<file path="src/rtl/mest_pro_mux_display_if.sv">
// Bus bundle for the MESTPro multiplexed seven-segment display driver.
// The master side (board controller) drives the value/control inputs;
// the slave side (display driver) returns the scanned digit outputs.
interface mest_pro_mux_display_if #(
  parameter int NUM_DIGITS = 4,
  parameter int SEG_WIDTH  = 7
);

  logic                    i_output_enable;
  logic                    i_load;
  logic [NUM_DIGITS*4-1:0] i_value;
  logic [NUM_DIGITS-1:0]   i_dp_mask;
  logic                    i_blank_lz;
  logic [SEG_WIDTH-1:0]    o_segments;
  logic                    o_dp;
  logic [NUM_DIGITS-1:0]   o_digit_sel;
  logic                    o_frame_done;

  modport master (
    output i_output_enable,
    output i_load,
    output i_value,
    output i_dp_mask,
    output i_blank_lz,
    input  o_segments,
    input  o_dp,
    input  o_digit_sel,
    input  o_frame_done
  );

  modport slave (
    input  i_output_enable,
    input  i_load,
    input  i_value,
    input  i_dp_mask,
    input  i_blank_lz,
    output o_segments,
    output o_dp,
    output o_digit_sel,
    output o_frame_done
  );

endinterface

</file>
<file path="src/rtl/mest_pro_mux_display.sv">
// Time-multiplexed seven-segment display driver for the MESTPro output stage.
// A shadow copy of the packed hex value is scanned one digit per scan slot;
// each slot drives a one-hot digit select, decoded segments and a decimal
// point, with optional leading-zero blanking and a global output blank.
// All outputs are registered, so they show the index/shadow state one cycle
// after it was reached.
module mest_pro_mux_display #(
  parameter int NUM_DIGITS  = 4,
  parameter int DIGIT_WIDTH = 4,
  parameter int SEG_WIDTH   = 7,
  parameter int SCAN_DIV    = 1000
) (
  input logic                   clk,
  input logic                   i_rst_n,
  mest_pro_mux_display_if.slave bus
);

  localparam int PRE_W = (SCAN_DIV > 1) ? $clog2(SCAN_DIV) : 1;
  localparam int IDX_W = (NUM_DIGITS > 1) ? $clog2(NUM_DIGITS) : 1;
  localparam logic [PRE_W-1:0] PRE_LAST = PRE_W'(SCAN_DIV - 1);
  localparam logic [IDX_W-1:0] IDX_LAST = IDX_W'(NUM_DIGITS - 1);

  // Unsupported geometries are rejected while elaborating.
  generate
    if (NUM_DIGITS < 1 || NUM_DIGITS > 8) begin : g_bad_num_digits
      $error("mest_pro_mux_display: NUM_DIGITS must be in 1..8");
    end
    if (DIGIT_WIDTH != 4) begin : g_bad_digit_width
      $error("mest_pro_mux_display: DIGIT_WIDTH must be 4");
    end
    if (SCAN_DIV < 1) begin : g_bad_scan_div
      $error("mest_pro_mux_display: SCAN_DIV must be >= 1");
    end
  endgenerate

  // Hex nibble to a..g segment pattern, a in the MSB.
  function automatic logic [6:0] f_decode(input logic [3:0] nib);
    logic [6:0] seg;
    seg = 7'h00;
    case (nib)
      4'h0: seg = 7'h7E;
      4'h1: seg = 7'h30;
      4'h2: seg = 7'h6D;
      4'h3: seg = 7'h79;
      4'h4: seg = 7'h33;
      4'h5: seg = 7'h5B;
      4'h6: seg = 7'h5F;
      4'h7: seg = 7'h70;
      4'h8: seg = 7'h7F;
      4'h9: seg = 7'h73;
      4'hA: seg = 7'h77;
      4'hB: seg = 7'h1F;
      4'hC: seg = 7'h4E;
      4'hD: seg = 7'h3D;
      4'hE: seg = 7'h4F;
      4'hF: seg = 7'h47;
    endcase
    return seg;
  endfunction

  logic [NUM_DIGITS*4-1:0] r_value;
  logic [NUM_DIGITS-1:0]   r_dp_mask;
  logic [PRE_W-1:0]        r_pre;
  logic [IDX_W-1:0]        r_idx;
  logic                    r_wrap;
  logic [SEG_WIDTH-1:0]    r_segments;
  logic                    r_dp;
  logic [NUM_DIGITS-1:0]   r_digit_sel;
  logic                    r_frame_done;

  logic                    w_tc;
  logic                    w_wrap;
  logic [NUM_DIGITS-1:0]   w_lz_vec;
  logic [3:0]              w_nibble;
  logic                    w_dp_bit;
  logic                    w_blank;
  logic [NUM_DIGITS-1:0]   w_onehot;

  assign w_tc   = (r_pre == PRE_LAST);
  assign w_wrap = w_tc && (r_idx == IDX_LAST);

  // Shadow registers: a load is accepted whenever out of reset, display on or off.
  always_ff @(posedge clk) begin
    if (!i_rst_n) begin
      r_value   <= '0;
      r_dp_mask <= '0;
    end else if (bus.i_load) begin
      r_value   <= bus.i_value;
      r_dp_mask <= bus.i_dp_mask;
    end
  end

  // Prescaler and digit index keep scanning regardless of the output enable.
  always_ff @(posedge clk) begin
    if (!i_rst_n) begin
      r_pre  <= '0;
      r_idx  <= '0;
      r_wrap <= 1'b0;
    end else begin
      r_wrap <= w_wrap;
      if (w_tc) begin
        r_pre <= '0;
        if (r_idx == IDX_LAST) begin
          r_idx <= '0;
        end else begin
          r_idx <= r_idx + 1'b1;
        end
      end else begin
        r_pre <= r_pre + 1'b1;
      end
    end
  end

  // Marks every digit k>0 that, together with all digits above it, holds zero.
  always_comb begin : p_leading_zero
    logic run_zero;
    run_zero = 1'b1;
    w_lz_vec = '0;
    for (int k = NUM_DIGITS - 1; k >= 0; k--) begin
      run_zero    = run_zero & (r_value[k*4 +: 4] == 4'h0);
      w_lz_vec[k] = run_zero & (k != 0);
    end
  end

  // Selects the nibble, decimal point and blank flag of the current digit.
  always_comb begin
    w_nibble = 4'h0;
    w_dp_bit = 1'b0;
    w_blank  = 1'b0;
    w_onehot = '0;
    for (int k = 0; k < NUM_DIGITS; k++) begin
      if (r_idx == IDX_W'(k)) begin
        w_nibble    = r_value[k*4 +: 4];
        w_dp_bit    = r_dp_mask[k];
        w_blank     = bus.i_blank_lz & w_lz_vec[k];
        w_onehot[k] = 1'b1;
      end
    end
  end

  // Output register; the frame strobe follows the wrap so it lines up with digit 0 reappearing.
  always_ff @(posedge clk) begin
    if (!i_rst_n) begin
      r_segments   <= '0;
      r_dp         <= 1'b0;
      r_digit_sel  <= '0;
      r_frame_done <= 1'b0;
    end else begin
      r_frame_done <= r_wrap;
      if (bus.i_output_enable) begin
        r_segments  <= w_blank ? '0 : SEG_WIDTH'(f_decode(w_nibble));
        r_dp        <= w_dp_bit;
        r_digit_sel <= w_onehot;
      end else begin
        r_segments  <= '0;
        r_dp        <= 1'b0;
        r_digit_sel <= '0;
      end
    end
  end

  assign bus.o_segments   = r_segments;
  assign bus.o_dp         = r_dp;
  assign bus.o_digit_sel  = r_digit_sel;
  assign bus.o_frame_done = r_frame_done;

endmodule

</file>
<file path="src/flat_wrapper.sv">
// flat-port wrapper written by rule: the top's interface ports become plain ports
module mest_pro_mux_display_flat 
#(
  parameter int NUM_DIGITS  = 4,
  parameter int DIGIT_WIDTH = 4,
  parameter int SEG_WIDTH   = 7,
  parameter int SCAN_DIV    = 1000
)
  (clk, i_rst_n, bus_i_output_enable, bus_i_load, bus_i_value, bus_i_dp_mask, bus_i_blank_lz, bus_o_segments, bus_o_dp, bus_o_digit_sel, bus_o_frame_done);
  mest_pro_mux_display_if #(.NUM_DIGITS(NUM_DIGITS), .SEG_WIDTH(SEG_WIDTH)) bus_i ();
  input logic clk;
  input logic i_rst_n;
  input wire logic [$bits(bus_i.i_output_enable)-1:0] bus_i_output_enable;
  input wire logic [$bits(bus_i.i_load)-1:0] bus_i_load;
  input wire logic [$bits(bus_i.i_value)-1:0] bus_i_value;
  input wire logic [$bits(bus_i.i_dp_mask)-1:0] bus_i_dp_mask;
  input wire logic [$bits(bus_i.i_blank_lz)-1:0] bus_i_blank_lz;
  output wire logic [$bits(bus_i.o_segments)-1:0] bus_o_segments;
  output wire logic [$bits(bus_i.o_dp)-1:0] bus_o_dp;
  output wire logic [$bits(bus_i.o_digit_sel)-1:0] bus_o_digit_sel;
  output wire logic [$bits(bus_i.o_frame_done)-1:0] bus_o_frame_done;
  assign bus_i.i_output_enable = bus_i_output_enable;
  assign bus_i.i_load = bus_i_load;
  assign bus_i.i_value = bus_i_value;
  assign bus_i.i_dp_mask = bus_i_dp_mask;
  assign bus_i.i_blank_lz = bus_i_blank_lz;
  assign bus_o_segments = bus_i.o_segments;
  assign bus_o_dp = bus_i.o_dp;
  assign bus_o_digit_sel = bus_i.o_digit_sel;
  assign bus_o_frame_done = bus_i.o_frame_done;
  mest_pro_mux_display #(.NUM_DIGITS(NUM_DIGITS), .DIGIT_WIDTH(DIGIT_WIDTH), .SEG_WIDTH(SEG_WIDTH), .SCAN_DIV(SCAN_DIV)) u_core (.clk(clk), .i_rst_n(i_rst_n), .bus(bus_i));
endmodule
</file>
<file path="config.mk">
export PLATFORM = sky130hd
export DESIGN_NAME = mest_pro_mux_display_flat
export DESIGN_NICKNAME = d
export VERILOG_FILES = /design/src/rtl/mest_pro_mux_display_if.sv /design/src/rtl/mest_pro_mux_display.sv /design/src/flat_wrapper.sv
export SDC_FILE = /design/constraint.sdc
export NUM_CORES = 1
export LEC_CHECK = 0
export ABC_AREA = 1
export CAP_MARGIN = 15
export CELL_PAD_IN_SITES_DETAIL_PLACEMENT = 1
export CELL_PAD_IN_SITES_GLOBAL_PLACEMENT = 1
export CORE_ASPECT_RATIO = 0.5
export CORE_MARGIN = 1.5
export CORE_UTILIZATION = 34
export CTS_CLUSTER_SIZE = 8
export DETAILED_ROUTE_END_ITERATION = 12
export PLACE_DENSITY = 0.72
export SLEW_MARGIN = 20
export SYNTH_ARGS = -nofsm -noshare
export SYNTH_HDL_FRONTEND = slang
export SYNTH_SLANG_ARGS = --single-unit
export TNS_END_PERCENT = 100
</file>
<file path="constraint.sdc">
create_clock -name clk -period 1.8 [get_ports clk]
set_input_delay 0.18 -clock clk [delete_from_list [all_inputs] [get_ports clk]]
set_output_delay 0.18 -clock clk [all_outputs]
set_load 0.01 [all_outputs]
</file>
==> results of run 1 <==
critical path: stages (launching register included):
cell and delay [ns]:
dfxtp_4 0.40, inv_6 0.06, ha_4 0.18, a21oi_1 0.18
nand2_2 0.09, o21ai_4 0.09, inv_2 0.07, buf_4 0.14
ha_1 0.18, o21ai_1 0.15, a21oi_1 0.07
cells by family (layout without fill, tap and decap cells):
group | count (synthesis) | in the layout
simple gates | 135 | 135
flops | 46 | 46
compound gates | 53 | 53
fa+ha+maj | 12 | 12
xor+xnor | 3 | 3
buf+inv | 34 | 89
sequential cells by signal, indices dropped and copies added (netlist names), 2 cells and up:
signal / cells
u_core.bus.o_digit_sel: 4
u_core.bus.o_segments: 7
u_core.r_pre: 10
u_core.r_idx: 2
u_core.r_dp_mask: 4
u_core.r_value: 16
cell type report:
cell class / instances / area share [%]
Multi-Input combinational cell: 203 / 40.5
Clock buffer: 5 / 4.10
Timing Repair Buffer: 54 / 16.3
Sequential cell: 46 / 30.4
Inverter: 27 / 3.73
Tap cell: 88 / 3.60
Clock inverter: 3 / 1.43
routing by layer:
metal / wire (um) / up-vias / global-route usage [%]
met1: 2500 / 966 / 20.1
li1: - / 1022 / -
met4: 102 / 0 / 7.32
met2: 2940 / 18 / 33.8
met5: 0 / - / 0
met3: 158 / 10 / 5.21
worst max path at each step:
stage / from / to / depth (start not counted)
global placement: u_core.r_idx[0] / u_core.bus.o_segments[3] / 13
global route: u_core.r_idx[0] / u_core.bus.o_segments[1] / 10
floorplan: u_core.r_idx[0] / u_core.bus.o_segments[3] / 13
CTS: u_core.r_idx[0] / u_core.bus.o_segments[0] / 14
finish: u_core.r_idx[0] / u_core.bus.o_segments[4] / 10
detailed placement: u_core.r_idx[0] / u_core.bus.o_segments[3] / 14
metrics by stage:
stage	instance area [um^2]	TNS, ns	worst slack [ns]	cells	util, %
4_1_cts	2970	-0.0105	-0.00643	425	48.4
6_report	3060	0	0.0528	426	49.8
3_5_place_dp	2760	-0.280	-0.0960	417	45.1
2_1_floorplan	2190	0	0.00698	283	-
3_3_place_gp	2760	0	0.00479	417	45.1
5_1_grt	3060	-0.120	-0.0401	426	49.8
where the power goes:
| group | total (uW) | switching (uW) | internal [uW] |
|---|---|---|---|
| sequential | 1090 | 27.5 | 1060 |
| clock | 1090 | 428 | 658 |
| combinational | 322 | 167 | 155 |
| total | 2500 | 622 | 1880 |
cells in the final DEF (no fill, tap or decap):
cell             count
a21oi_4              1
o21ai_2              1
inv_6                2
ha_4                 4
clkinv_1             1
clkinv_2             1
ha_1                 5
nand3_2              8
o211ai_1             1
nand2_8              1
o21ai_1              1
nor3b_1              2
nor3_2               1
bufinv_16            1
inv_4                3
buf_4               17
nor3_1               3
nand2_1             37
nand4_1              2
o21ai_4              2
nand2_2              9
xnor2_1              1
nand3_4              1
inv_1               17
nor2_1              52
a21boi_2             1
clkdlybuf4s50_1     37
a21oi_2              6
o21ai_0             24
dfxtp_4              2
clkbuf_16            5
a21oi_1             16
dfxtp_1             44
ha_2                 3
nand2_4              2
nand3_1             17
xor2_1               2
inv_2                5
repair_timing:
action / CTS / global route
endpoints found under the setup margin: 5 / 7
setup buffers: 0 / 1
gates resized for setup: 11 / 21
pin swaps: 0 / 5
==> impl_metrics.tcl, run 1 <==
set metrics [dict create \
    port_buffers 37 \
    synth_cell_types 29 \
    htreeDepth 2 \
    grt_max_degree 18 \
    ys_warn_count 0 \
    synth_common_cells "52 x nor2_1, 46 x dfxtp_1, 40 x nand2_1, 24 x o21ai_0, 22 x inv_1" \
    hold_path_end "u_core.bus.o_frame_done" \
    r2r_setup_slack_ns 0.05 \
    antenna_cells 0 \
    cts_made_buffers 5 \
    r2r_end "u_core.bus.o_segments[4]" \
    clockBufferDepth 2 \
    p_total_uw 2500 \
    syn_area_per_cell_um2 7.69 \
    overflow 0 \
    cap_violations 0 \
    tightest_slew_ns 0.307 \
    critPathArrivalTime_ns 1.93 \
    ys_ff_latch 46 \
    gp_congestion 0.786 \
    hp-class "flip-flop to flip-flop" \
    drv_slew 0 \
    report.final.setup_viol 0 \
    grt_pass1_wl_um 9470 \
    synth_nets 320 \
    vias 2016 \
    required_ns 1.98 \
    routed_wirelength_um 5700 \
    drtPass1Iterations 4 \
    async_flop_share_pct 0 \
    pwr_density_cell_mw_per_mm2 818 \
    yosys.area_share.simple_pct 29.4 \
    grt_pass1_vias 2128 \
    period_minus_slack_ns 1.75 \
    drive_gt1_share_pct 22.5 \
    netlist_area_mm2 0.00218 \
    postCtsHoldBufs 0 \
    synthTopCellsByArea "dfxtp_1 42%, nor2_1 9.0%, ha_1 6.9%, nand2_1 6.9%, o21ai_0 5.5%" \
    finalHoldViolCount 0 \
    post-route-period-util_pct 97.1 \
    fp.dieH_um 59.6 \
    synth_xor_area_share_pct 1.21 \
    p_leak_uw 0.00125 \
    start_util_pct 35.5 \
    fillers 745 \
    yosysMostFrequentCell "nor2_1" \
    min_delay_path_depth 2 \
    rsz0062_at_grt "true" \
    rr_worst_depth 10 \
    layout.area.seq_um2 928 \
    synth_top_cell_area_share_pct 42.3 \
    ant_nets 0 \
    synth_cells 283 \
    min_from "u_core.r_wrap" \
    fmaxAchievable_mhz 572 \
    insertion_delay_ns 0.30 \
    reg2reg_from "u_core.r_idx[0]" \
    nets 374 \
    wl_per_cell_um 13.4 \
    max_slew_margin_pct 79.6 \
    viasPerCell 4.73 \
    synth.area.mux_share_pct 0 \
    synth_top_family_by_area "simple AND/OR/NAND/NOR gates" \
    synth_flop_cell "dfxtp_1" \
    hold_slack_ns 0.422 \
    num_rows 20 \
    dp_hpwl_um 4230 \
    finalClockSkew_ns 0.00658 \
    crit_path_start_kind "flip-flop" \
    clock-sinks 46 \
    synth_edf_count 0 \
    grtUsageTotal_pct 18.2 \
    dieArea_mm2 0.00692 \
    clk_pin_slew_ns 0.07 \
    status "finished, final reports clean" \
    drtIter0Drc 51 \
    antenna_found_initial 0 \
    ys_seq_area_share_pct 42.3 \
    post-route-drc-count 0 \
    synth_compound_area_share_pct 14.1 \
    synthAdderAreaFrac_pct 6.90 \
    root_buffer "clkbuf_16" \
    ios 38 \
    die_w_um 116 \
    cp_max_fo 4 \
    crit_path_end_kind "flip-flop" \
    tritoncts "built" \
    crit_type "flip-flop to flip-flop" \
    multi_input_area_mm2 0.00124 \
    area_delta_synth_final_pct 40.4 \
    vdd_drop_max_mv 0.383 \
    yosysTopAreaCell "dfxtp_1" \
    core_area_mm2 0.00613 \
]
(Power assumes the default switching activity.)
==> run 2, diff against run 1 <==
--- a/config.mk
+++ b/config.mk
@@ -11,10 +11,11 @@
 export CELL_PAD_IN_SITES_GLOBAL_PLACEMENT = 1
 export CORE_ASPECT_RATIO = 0.5
 export CORE_MARGIN = 1.5
-export CORE_UTILIZATION = 34
+export CORE_UTILIZATION = 35
 export CTS_CLUSTER_SIZE = 8
 export DETAILED_ROUTE_END_ITERATION = 12
-export PLACE_DENSITY = 0.72
+export DONT_BUFFER_PORTS = 1
+export PLACE_DENSITY = 0.62
 export SLEW_MARGIN = 20
 export SYNTH_ARGS = -nofsm -noshare
 export SYNTH_HDL_FRONTEND = slang
==> impl_metrics.tcl, run 2 (same netlist as run 1, synthesis figures left out) <==
set metrics [dict create \
    finish.instance_area_mm2 0.00266 \
    dp_hpwl_um 3810 \
    dp_cells 377 \
    post-route-period-util_pct 95.5 \
    fmaxAchievable_mhz 582 \
    grt_max_degree 28 \
    post-route-drc-count 0 \
    wl_per_cell_um 13.5 \
    layout_commonest_cell "nor2_1" \
    min_delay_path_depth 2 \
    status "finished, final reports clean" \
    p_seq_share_pct 46.5 \
    routed_wirelength_um 5220 \
    p_total_uw 2360 \
    antenna_found_initial 0 \
    pre_cts_ws_ns -0.110 \
    hp-class "input port to flip-flop" \
    dieArea_mm2 0.00673 \
    htreeDepth 2 \
    drive_gt1_share_pct 23.4 \
    rr_worst_depth 11 \
    p_leak_uw 0.00109 \
    reg2reg_from "u_core.r_idx[0]" \
    gp_congestion 0.784 \
    cap_violations 0 \
    fillers 743 \
    grtUsageTotal_pct 17.3 \
    worst_slack_ns 0.0812 \
    core_area_mm2 0.00603 \
    r2r_end "u_core.bus.o_segments[3]" \
    place_area_mm2 0.00237 \
    netSwitchingPower_uw 554 \
    port_buffers 0 \
    num_rows 20 \
    crit_type "flip-flop to flip-flop" \
    finalClockSkew_ns 0.00142 \
    crit_path_end_kind "flip-flop" \
    grt_pass1_vias 1898 \
    hold_slack_ns 0.0218 \
    finalHoldViolCount 0 \
    drtIter0Drc 61 \
    period_minus_slack_ns 1.72 \
    die_w_um 115 \
    vias 1810 \
    hold_path_end "u_core.r_wrap" \
    tightest_slew_ns 0.374 \
    clkPwrFrac_pct 44.1 \
    drtPass1Iterations 4 \
    report.final.setup_viol 0 \
    clockBufferDepth 2 \
    drv_slew 0 \
    ios 38 \
    crit_path_start_kind "flip-flop" \
    required_ns 2.02 \
    nets 335 \
    layout_common_cells "52 x nor2_1, 44 x dfxtp_1, 38 x nand2_1" \
    max_flop_register "u_core.r_value" \
    antenna_cells 0 \
    overflow 0 \
    area_delta_synth_final_pct 22.0 \
    viasPerCell 4.68 \
    critPathArrivalTime_ns 1.94 \
    clk_pin_slew_ns 0.06 \
    insertion_delay_ns 0.29 \
    r2r_setup_slack_ns 0.08 \
    root_buffer "clkbuf_16" \
    swShare_pct 23.5 \
    start_util_pct 36.1 \
    power.internal_uw 1810 \
    cp_max_fo 6 \
    fp.dieH_um 58.8 \
    cts_made_buffers 5 \
    max_slew_margin_pct 75.1 \
    ant_nets 0 \
    clock-sinks 46 \
    fin_cells 387 \
    grt_pass1_wl_um 8860 \
    vdd_drop_max_mv 0.376 \
    rsz0062_at_grt "true" \
    tritoncts "built" \
    min_from "i_rst_n" \
    largest_reg_flops 16 \
    pwr_density_cell_mw_per_mm2 890 \
    p_comb_share_pct 9.5 \
]
-- run 2: final cells by class --
cell class	count	area (um^2)	share of cell area [%]
Timing Repair Buffer	15	115	4.34
Sequential cell	46	928	35.0
Clock inverter	1	30.0	1.13
Clock buffer	7	133	5.00
Tap cell	88	110	4.15
Multi-Input combinational cell	203	1230	46.3
Inverter	27	109	4.10
-- run 2: how the worst max path moves through the flow --
stage / from / slack, ns / endpoint / depth (start not counted)
3_3_place_gp: u_core.r_idx[0] / 0.004 / u_core.bus.o_segments[3] / 13
3_5_place_dp: u_core.r_idx[0] / -0.11 / u_core.bus.o_segments[3] / 13
5_1_grt: u_core.r_idx[0] / -0.03 / u_core.bus.o_segments[3] / 14
4_1_cts: u_core.r_idx[0] / 0.02 / u_core.bus.o_segments[6] / 12
6_report: u_core.r_idx[0] / 0.08 / u_core.bus.o_segments[3] / 11
2_1_floorplan: u_core.r_idx[0] / 0.007 / u_core.bus.o_segments[3] / 13
-- run 2: metal layers --
layer	vias up	global-route usage [%]	part of all wire, %
li1	947	-	-
met1	838	20.5	44
met2	18	30.3	50
met3	7	4.94	3.8
met4	0	6.43	1.5
met5	-	0	0
-- run 2: repair_timing --
item,4_1_cts,5_1_grt
pin swaps,1,5
hold buffers,1,0
endpoints found under the setup margin,7,7
resized for setup,12,16
endpoints found under the hold margin,1,0
buffers inserted,0,1
-- run 2: critical path, cell delays in order, from the launching register on --
cell	delay (ns)
dfxtp_4	0.38
ha_2	0.25
a21oi_1	0.17
nand2_2	0.10
o21ai_4	0.07
inv_2	0.08
ha_4	0.24
inv_2	0.06
nand2_1	0.05
nand2_1	0.07
nand2_1	0.06
a21oi_2	0.13
-- run 2: power groups by stage --
stage,sequential [uW],clock [uW],combinational [uW]
global route,1100,1120,258
floorplan,1120,0,166
CTS,1100,1070,215
global placement,1120,0,198
finish,1100,1040,224
detailed placement,1120,0,206
-- run 2: through the flow --
step	setup TNS, ns	utilization (%)
after floorplan	0	-
after global placement	0	39.3
after detailed placement	-0.345	39.3
after CTS	0	43.0
after global routing	-0.164	44.0
final	0	44.0
==> run 3, diff against run 2 <==
--- a/config.mk
+++ b/config.mk
@@ -6,6 +6,7 @@
 export NUM_CORES = 1
 export LEC_CHECK = 0
 export ABC_AREA = 1
+export ABC_CLOCK_PERIOD_IN_PS = 1800
 export CAP_MARGIN = 15
 export CELL_PAD_IN_SITES_DETAIL_PLACEMENT = 1
 export CELL_PAD_IN_SITES_GLOBAL_PLACEMENT = 1
@@ -16,6 +17,7 @@
 export DETAILED_ROUTE_END_ITERATION = 12
 export DONT_BUFFER_PORTS = 1
 export PLACE_DENSITY = 0.62
+export REMOVE_ABC_BUFFERS = 1
 export SLEW_MARGIN = 20
 export SYNTH_ARGS = -nofsm -noshare
 export SYNTH_HDL_FRONTEND = slang
==> impl_metrics.tcl, run 3 (same netlist as run 1, synthesis figures left out) <==
set metrics [dict create \
    r2r_setup_slack_ns 0.08 \
    layout_common_cells "52 x nor2_1, 44 x dfxtp_1, 37 x nand2_1" \
    tightest_slew_ns 0.342 \
    swShare_pct 24.7 \
    tns_ns 0 \
    hold_path_end "u_core.r_dp_mask[3]" \
    finalClockSkew_ns 0.00640 \
    grt_max_degree 28 \
    grtUsageTotal_pct 17.1 \
    gp_congestion 0.783 \
    multi_input_area_mm2 0.00125 \
    required_ns 2.02 \
    die_w_um 115 \
    crit_chain "inv_4 -> ha_4 -> inv_2 -> nand2_1 -> nand3_2 -> nand2_2 -> o21ai_2 -> buf_4 -> ha_2 -> nand3_1 -> nand3_2 -> a21oi_2" \
    power.internal_uw 1660 \
    cap_violations 0 \
    clock-sinks 46 \
    fin_cells 394 \
    drtIter0Drc 47 \
    ios 38 \
    p_seq_share_pct 49.9 \
    crit_path_end_kind "flip-flop" \
    clk_pin_slew_ns 0.06 \
    drv_slew 0 \
    crit_buf_inv 3 \
    min_from "i_rst_n" \
    fillers 756 \
    report.final.setup_viol 0 \
    p_comb_share_pct 10.3 \
    critPathArrivalTime_ns 1.94 \
    clockBufferDepth 2 \
    netSwitchingPower_uw 546 \
    finalHoldViolCount 0 \
    max_flop_register "u_core.r_value" \
    antenna_found_initial 0 \
    crit_type "flip-flop to flip-flop" \
    insertion_delay_ns 0.29 \
    ant_nets 0 \
    num_rows 20 \
    min_delay_path_depth 2 \
    tritoncts "built" \
    largest_reg_flops 16 \
    pwr_density_cell_mw_per_mm2 814 \
    cp_top_family "simple AND/OR/NAND/NOR gates" \
    root_buffer "clkbuf_16" \
    period_minus_slack_ns 1.72 \
    drive_gt1_share_pct 26.8 \
    max_slew_margin_pct 77.2 \
    viasPerCell 4.77 \
    cts_made_buffers 5 \
    status "finished, final reports clean" \
    drtPass1Iterations 5 \
    grt_pass1_wl_um 8890 \
    post-route-period-util_pct 95.6 \
    dp_cells 384 \
    r2r_end "u_core.bus.o_segments[6]" \
    fmaxAchievable_mhz 581 \
    vias 1879 \
    layout.area.seq_um2 928 \
    core_area_mm2 0.00603 \
    clkPwrFrac_pct 39.9 \
    port_buffers 0 \
    vdd_drop_max_mv 0.389 \
    post-route-drc-count 0 \
    rr_worst_depth 12 \
    dieArea_mm2 0.00673 \
    cp_max_fo 6 \
    p_leak_uw 0.00112 \
    dp_hpwl_um 3940 \
    crit_path_start_kind "flip-flop" \
    cp_slowest_cell "dfxtp_4" \
    reg2reg_from "u_core.r_idx[1]" \
    wl_per_cell_um 13.6 \
    area_delta_synth_final_pct 24.7 \
    grt_pass1_vias 1973 \
    routed_wirelength_um 5370 \
    cpPeakStageDelay_ns 0.36 \
    fp.dieH_um 58.8 \
    crit_cells 12 \
    hp-class "input port to flip-flop" \
    layout_commonest_cell "nor2_1" \
    htreeDepth 2 \
    start_util_pct 36.1 \
    worst_path_most_repeated_cell "nand3_2" \
    overflow 0 \
    nets 343 \
    rsz0062_at_grt "true" \
    antenna_cells 0 \
]
## run 3: changes by cell type in the layout (fill, tap and decap cells not counted), sizes merged
cell      change
bufinv        -1
buf           +8
clkinvlp      +1
clkbuf        -1
## run 3: cell type report
type / count / area share (%)
Clock inverter: 1 / 0.277
Timing Repair Buffer: 23 / 6.59
Multi-Input combinational cell: 203 / 46.0
Sequential cell: 46 / 34.2
Inverter: 27 / 4.10
Clock buffer: 6 / 4.75
Tap cell: 88 / 4.06
## run 3: stage by stage
stage	worst slack (ns)	total power [uW]	utilization (%)	area, um^2	hold WS, ns
global route	-0.0348	2310	45.0	2710	0.0238
CTS	0.0217	2230	43.2	2600	0.0207
global placement	-0.0426	1320	39.9	2410	0.293
floorplan	-0.0941	1270	-	2150	0.273
detailed placement	-0.204	1330	39.9	2410	0.289
finish	0.0789	2210	45.0	2710	0.0253
## run 3: power by group through the flow
stage	clock (uW)	sequential (uW)	combinational, uW
finish	881	1100	226
global route	945	1110	262
CTS	908	1100	217
detailed placement	0	1130	206
global placement	0	1120	197
floorplan	0	1120	154
## run 3: per-layer routing
metal  global-route usage [%]  vias up  wire, um
met2                     31.7       16      2770
met3                     4.63        7       141
met5                        0        -         0
met1                     19.7      892      2410
li1                         -      964         -
met4                     5.54        0        49
## run 3: worst reg2reg max path: stages, from the launching register on
cell	delay, ns
dfxtp_4	0.36
inv_4	0.08
ha_4	0.16
inv_2	0.06
nand2_1	0.08
nand3_2	0.06
nand2_2	0.08
o21ai_2	0.06
buf_4	0.16
ha_2	0.19
nand3_1	0.11
nand3_2	0.10
a21oi_2	0.15
## run 3: what timing repair did
| action | in CTS | in global routing |
|---|---|---|
| gates resized for setup | 15 | 24 |
| hold endpoints to repair | 1 | 0 |
| buffers inserted | 0 | 2 |
| endpoints found under the setup margin | 7 | 6 |
| hold buffers | 1 | 0 |
| pin swaps | 0 | 8 |
## run 3: how the worst max path moves through the flow
stage,from,to
finish,u_core.r_idx[1],u_core.bus.o_segments[6]
global route,u_core.r_idx[1],u_core.bus.o_segments[4]
CTS,u_core.r_idx[0],u_core.bus.o_segments[6]
detailed placement,u_core.r_idx[1],u_core.bus.o_segments[6]
global placement,u_core.r_idx[0],u_core.bus.o_segments[6]
floorplan,u_core.r_idx[1],u_core.bus.o_segments[6]
